File: src/rtl/uart_rx_cfg.sv
// UART receive engine with configurable data width, parity and stop bits.
// Uses 3-sample majority voting and a valid/ready holding register with overrun pulse.
module uart_rx_cfg #(
  parameter int CLK_PER_BIT = 200,
  parameter int DATA_BITS   = 8,
  parameter int PARITY      = 0,
  parameter int STOP_BITS   = 1
) (
  input  logic       c_rx,
  input  logic       rst_n,
  input  logic       rxd,
  input  logic       rx_ready,
  output logic [7:0] rx_data,
  output logic       rx_valid,
  output logic       rx_frame_err,
  output logic       rx_par_err,
  output logic       rx_overrun,
  output logic       rx_busy,
  output logic [2:0] rx_state
);

  localparam int CW = (CLK_PER_BIT > 1) ? $clog2(CLK_PER_BIT) : 1;
  localparam logic [CW-1:0] HALF      = CW'((CLK_PER_BIT - 1) / 2);
  localparam logic [CW-1:0] LAST      = CW'(CLK_PER_BIT - 1);
  localparam logic [2:0]    LAST_DATA = 3'(DATA_BITS - 1);
  localparam logic          LAST_STOP = 1'(STOP_BITS - 1);
  localparam logic          ODD       = (PARITY == 1);

  typedef enum logic [2:0] {
    S_IDLE   = 3'd0,
    S_START  = 3'd1,
    S_DATA   = 3'd2,
    S_PARITY = 3'd3,
    S_STOP   = 3'd4,
    S_DONE   = 3'd5
  } state_t;

  state_t        state;
  logic          rx_m, rx_s;
  logic [2:0]    hist;
  logic [CW-1:0] cnt;
  logic [2:0]    bit_idx;
  logic          stop_idx;
  logic [7:0]    shreg;
  logic          frame_err;
  logic          par_err;
  logic          maj;
  logic          bit_done;

  assign maj      = (hist[0] & hist[1]) | (hist[0] & hist[2]) | (hist[1] & hist[2]);
  assign bit_done = (cnt == LAST);
  assign rx_busy  = (state != S_IDLE);
  assign rx_state = state;

  // Output handshake: a word is transferred on any cycle where rx_valid and
  // rx_ready are both high; rx_valid then drops unless DONE reloads it in
  // that same cycle. While rx_valid is high the word and its flags are frozen.
  always_ff @(posedge c_rx or negedge rst_n) begin
    if (!rst_n) begin
      state        <= S_IDLE;
      rx_m         <= 1'b1;
      rx_s         <= 1'b1;
      hist         <= 3'b111;
      cnt          <= '0;
      bit_idx      <= '0;
      stop_idx     <= 1'b0;
      shreg        <= '0;
      frame_err    <= 1'b0;
      par_err      <= 1'b0;
      rx_data      <= '0;
      rx_valid     <= 1'b0;
      rx_frame_err <= 1'b0;
      rx_par_err   <= 1'b0;
      rx_overrun   <= 1'b0;
    end else begin
      rx_m       <= rxd;
      rx_s       <= rx_m;
      hist       <= {hist[1:0], rx_s};
      rx_overrun <= 1'b0;
      if (rx_valid && rx_ready) rx_valid <= 1'b0;

      case (state)
        S_IDLE: begin
          cnt <= '0;
          if (!rx_s) state <= S_START;
        end
        S_START: begin
          if (cnt == HALF) begin
            cnt <= '0;
            if (!maj) begin
              state     <= S_DATA;
              bit_idx   <= '0;
              shreg     <= '0;
              frame_err <= 1'b0;
              par_err   <= 1'b0;
            end else begin
              state <= S_IDLE;  // glitch: line was not really low mid start bit
            end
          end else begin
            cnt <= cnt + 1'b1;
          end
        end
        S_DATA: begin
          if (bit_done) begin
            cnt            <= '0;
            shreg[bit_idx] <= maj;
            if (bit_idx == LAST_DATA) begin
              state    <= (PARITY != 0) ? S_PARITY : S_STOP;
              stop_idx <= 1'b0;
            end else begin
              bit_idx <= bit_idx + 1'b1;
            end
          end else begin
            cnt <= cnt + 1'b1;
          end
        end
        S_PARITY: begin
          if (bit_done) begin
            cnt     <= '0;
            par_err <= (^shreg) ^ maj ^ ODD;
            state   <= S_STOP;
          end else begin
            cnt <= cnt + 1'b1;
          end
        end
        S_STOP: begin
          if (bit_done) begin
            cnt <= '0;
            if (!maj) frame_err <= 1'b1;
            // Leave straight after the mid-bit sample so a back-to-back start bit is caught.
            if (stop_idx == LAST_STOP) state <= S_DONE;
            else stop_idx <= 1'b1;
          end else begin
            cnt <= cnt + 1'b1;
          end
        end
        S_DONE: begin
          cnt   <= '0;
          state <= S_IDLE;
          if (!rx_valid || rx_ready) begin
            rx_data      <= shreg;
            rx_frame_err <= frame_err;
            rx_par_err   <= par_err;
            rx_valid     <= 1'b1;
          end else begin
            rx_overrun <= 1'b1;
          end
        end
        default: begin
          cnt   <= '0;
          state <= S_IDLE;
        end
      endcase
    end
  end

endmodule

File: config.mk
export PLATFORM = sky130hd
export DESIGN_NAME = uart_rx_cfg
export DESIGN_NICKNAME = d
export VERILOG_FILES = /design/src/rtl/uart_rx_cfg.sv
export SDC_FILE = /design/constraint.sdc
export NUM_CORES = 1
export LEC_CHECK = 0
export ABC_AREA = 1
export CORE_UTILIZATION = 45
export CTS_CLUSTER_DIAMETER = 50
export DETAILED_ROUTE_END_ITERATION = 10
export SLEW_MARGIN = 20
export SYNTH_ARGS = -nofsm -noshare
export SYNTH_HDL_FRONTEND = slang
export SYNTH_SLANG_ARGS = --single-unit
File: constraint.sdc
create_clock -name c_rx -period 2 [get_ports c_rx]
set_input_delay 0.6 -clock c_rx [delete_from_list [all_inputs] [get_ports c_rx]]
set_output_delay 0.6 -clock c_rx [all_outputs]
set_load 0.01 [all_outputs]
==> metrics.yaml, run 1 <==
status: "completed"
grt_max_degree: 42
synth.distinct_cells: 31
finalWirelength_um: 3930
hold_path_depth: 0
via_count: 1699
start_util: 0.466
p_leak_uw: 0.00119
drc_errors: 0
hold_buffers: 0
ys_seq_area_frac: 0.469
holdCritPathClass: "reg -> reg"
synth_largest_area_cell: "dfrtp_1"
die_h_um: 72.0
htreeDepth: 2
grt_pass1_vias: 1570
clk-insertion-delay-late_ps: 290
fin_worst_skew_ps: 5.92
tns_ps: 0
yosys-top-cells-area: "dfrtp_1 (41%), nand2_1 (14%), dfstp_2 (6.0%)"
port_buffers: 19
fin_nets: 304
die_x_um: 72.0
syn_inst: 267
netlist.area_leader.share: 0.409
worstPathMaxFanout: 4
fin_ws_ps: 49.1
grt-ovfl-total: 0
tightestPinTransition_ps: 514
yosys_register_bits: 41
syn2layout_area_growth_pct: 17.9
gp_congestion: 0.780
die_area_um2: 5180
max_cap_violations: 0
grt_pass1_wl_um: 6830
core-area_um2: 4720
clkSinkCount: 41
dpl_worst_slack_ps: 212
fin_crit_sh: 0.975
clk_pin_slew_ps: 80
ff2ff_setup_slack_ps: 390
cts_root_buf: "clkbuf_8"
drive_gt1_frac: 0.161
post-dp-hpwl_um: 2870
antenna_found_initial: 0
setup_viol: 0
syn-num-nets: 274
vdd_ir_drop_max_v: 0.000372
layout_common_cells: "nand2_1 (84), dfrtp_1 (35), inv_1 (28), nor2_1 (21), nand3_1 (20)"
via_per_inst: 4.65
fin_crit_ps: 1950
cp-start-kind: "flop"
cp.arrival_ps: 1350
pin_count: 20
crit_path_end_kind: "primary output"
syn_avg_cell_area_um2: 8.25
drtIter0Drc: 93
grtUsageTotal: 0.171
synth.cell_area_um2: 2200
cts_tree: "built"
antenna_cells: 0
clockBufferDepth: 2
cts_buffers: 5
dr.pass1.iters: 4
fmax_ghz: 0.513
finalHoldViolations: 0
rsz0062_at_grt: "no"
yosysWarnings: 0
p_per_area_nw_per_um2: 554
slew_headroom: 0.657
num_rows: 25
drv_slew: 0
final_common_cell: "nand2_1"
ant_nets: 0
reg2reg_depth: 6
required_ps: 1400
critPathKind: "reg -> out"
wl_per_cell_um: 10.8
-- repair_timing --
| action | CTS | global route |
|---|---|---|
| pin swaps | 0 | 0 |
| setup buffers | 2 | 0 |
| setup endpoints to repair | 1 | 1 |
| resized for setup | 2 | 1 |
-- per-layer routing --
metal / global-route usage / vias to the layer above / share of wire
li1: - / 907 / -
met1: 0.232 / 768 / 0.52
met2: 0.278 / 22 / 0.46
met3: 0.0292 / 2 / 0.021
met4: 0.0588 / 0 / 0.0041
met5: 0 / - / 0
-- cell type report --
class	count	area, um2
Tap cell	67	83.8
Multi-Input combinational cell	191	1020
Fill cell	450	2130
Inverter	32	124
Sequential cell	41	1030
Clock buffer	8	90.1
Timing Repair Buffer	26	240
-- Yosys cell counts --
cell type / n
nor3b_1: 1
ha_1: 3
nand2_4: 3
xor2_1: 3
nor2_4: 5
o21bai_1: 2
dfstp_2: 5
mux2_2: 2
a21oi_1: 1
o21ai_1: 4
nor2_1: 22
nand3b_1: 9
nand4_1: 4
buf_2: 1
o21ai_4: 1
clkbuf_1: 1
or2_1: 1
clkinv_2: 1
inv_1: 28
nand3_1: 20
a21oi_2: 1
o21ai_0: 12
buf_8: 1
dfrtp_1: 36
nand2_2: 5
xnor2_1: 2
nand3_2: 5
nand3_4: 1
inv_2: 2
inv_4: 1
nand2_1: 84
-- state kept, by name (all words and copies together), names as in the netlist, 3 cells and up --
register	flops
rx_state	3
shreg	8
bit_idx	3
rx_data	8
cnt	8
hist	3
-- critical path, cell delays in order, from the launching register on --
cell             delay [ps]
dfrtp_1                 380
buf_4                   160
clkdlybuf4s50_1         530
-- stage by stage --
step           instance area [um2]  std cells   util  total power, uW  hold WS [ps]
2_1_floorplan                 2200        267      -              874           304
3_3_place_gp                  2480        355  0.526              904           346
3_5_place_dp                  2480        355  0.526              904           347
4_1_cts                       2590        365  0.549             1460           358
5_1_grt                       2600        365  0.550             1500           367
6_report                      2600        365  0.550             1440           357
-- power breakdown --
part,switching [uW],total (uW),leakage [uW],internal (uW)
logic,32.2,45.3,0.000604,13.1
clock network,271,552,0.0000455,282
registers,3.49,841,0.000540,838
-- kinds of logic after synthesis --
kind of cell	count (synthesis)	synth area share
AO/OA/AOI/OAI	21	0.0568
flip-flops	41	0.469
XOR/XNOR	5	0.0199
buffers and inverters	35	0.0670
adder cells (fa/ha/maj)	3	0.0170
AND/OR/NAND/NOR	160	0.360
multiplexers	2	0.0102
-- path summary, 6_finish.rpt --
| kind | endpoint | startpoint |
|---|---|---|
| setup reg to reg | bit_idx[0]$_DFFE_PN0P_ | cnt[0]$_DFF_PN0_ |
| max in group asynchronous | rx_m$_DFF_PN1_ | rst_n |
| min in group asynchronous | rx_overrun$_DFF_PN0_ | rst_n |
| hold / removal | rx_s$_DFF_PN1_ | rx_m$_DFF_PN1_ |
| hold reg to reg | rx_s$_DFF_PN1_ | rx_m$_DFF_PN1_ |
| setup / recovery | rx_state[1] | rx_state[1]$_DFFE_PN0P_ |
No activity file was read; power rests on OpenSTA's default activity.
==> run 2, diff against run 1 <==
--- a/config.mk
+++ b/config.mk
@@ -8,6 +8,7 @@
 export ABC_AREA = 1
 export CORE_UTILIZATION = 45
 export CTS_CLUSTER_DIAMETER = 50
+export CTS_CLUSTER_SIZE = 20
 export DETAILED_ROUTE_END_ITERATION = 10
 export SLEW_MARGIN = 20
 export SYNTH_ARGS = -nofsm -noshare
==> results of run 2 <==
No change in the layout: final DEF, timing and power equal those of run 1.
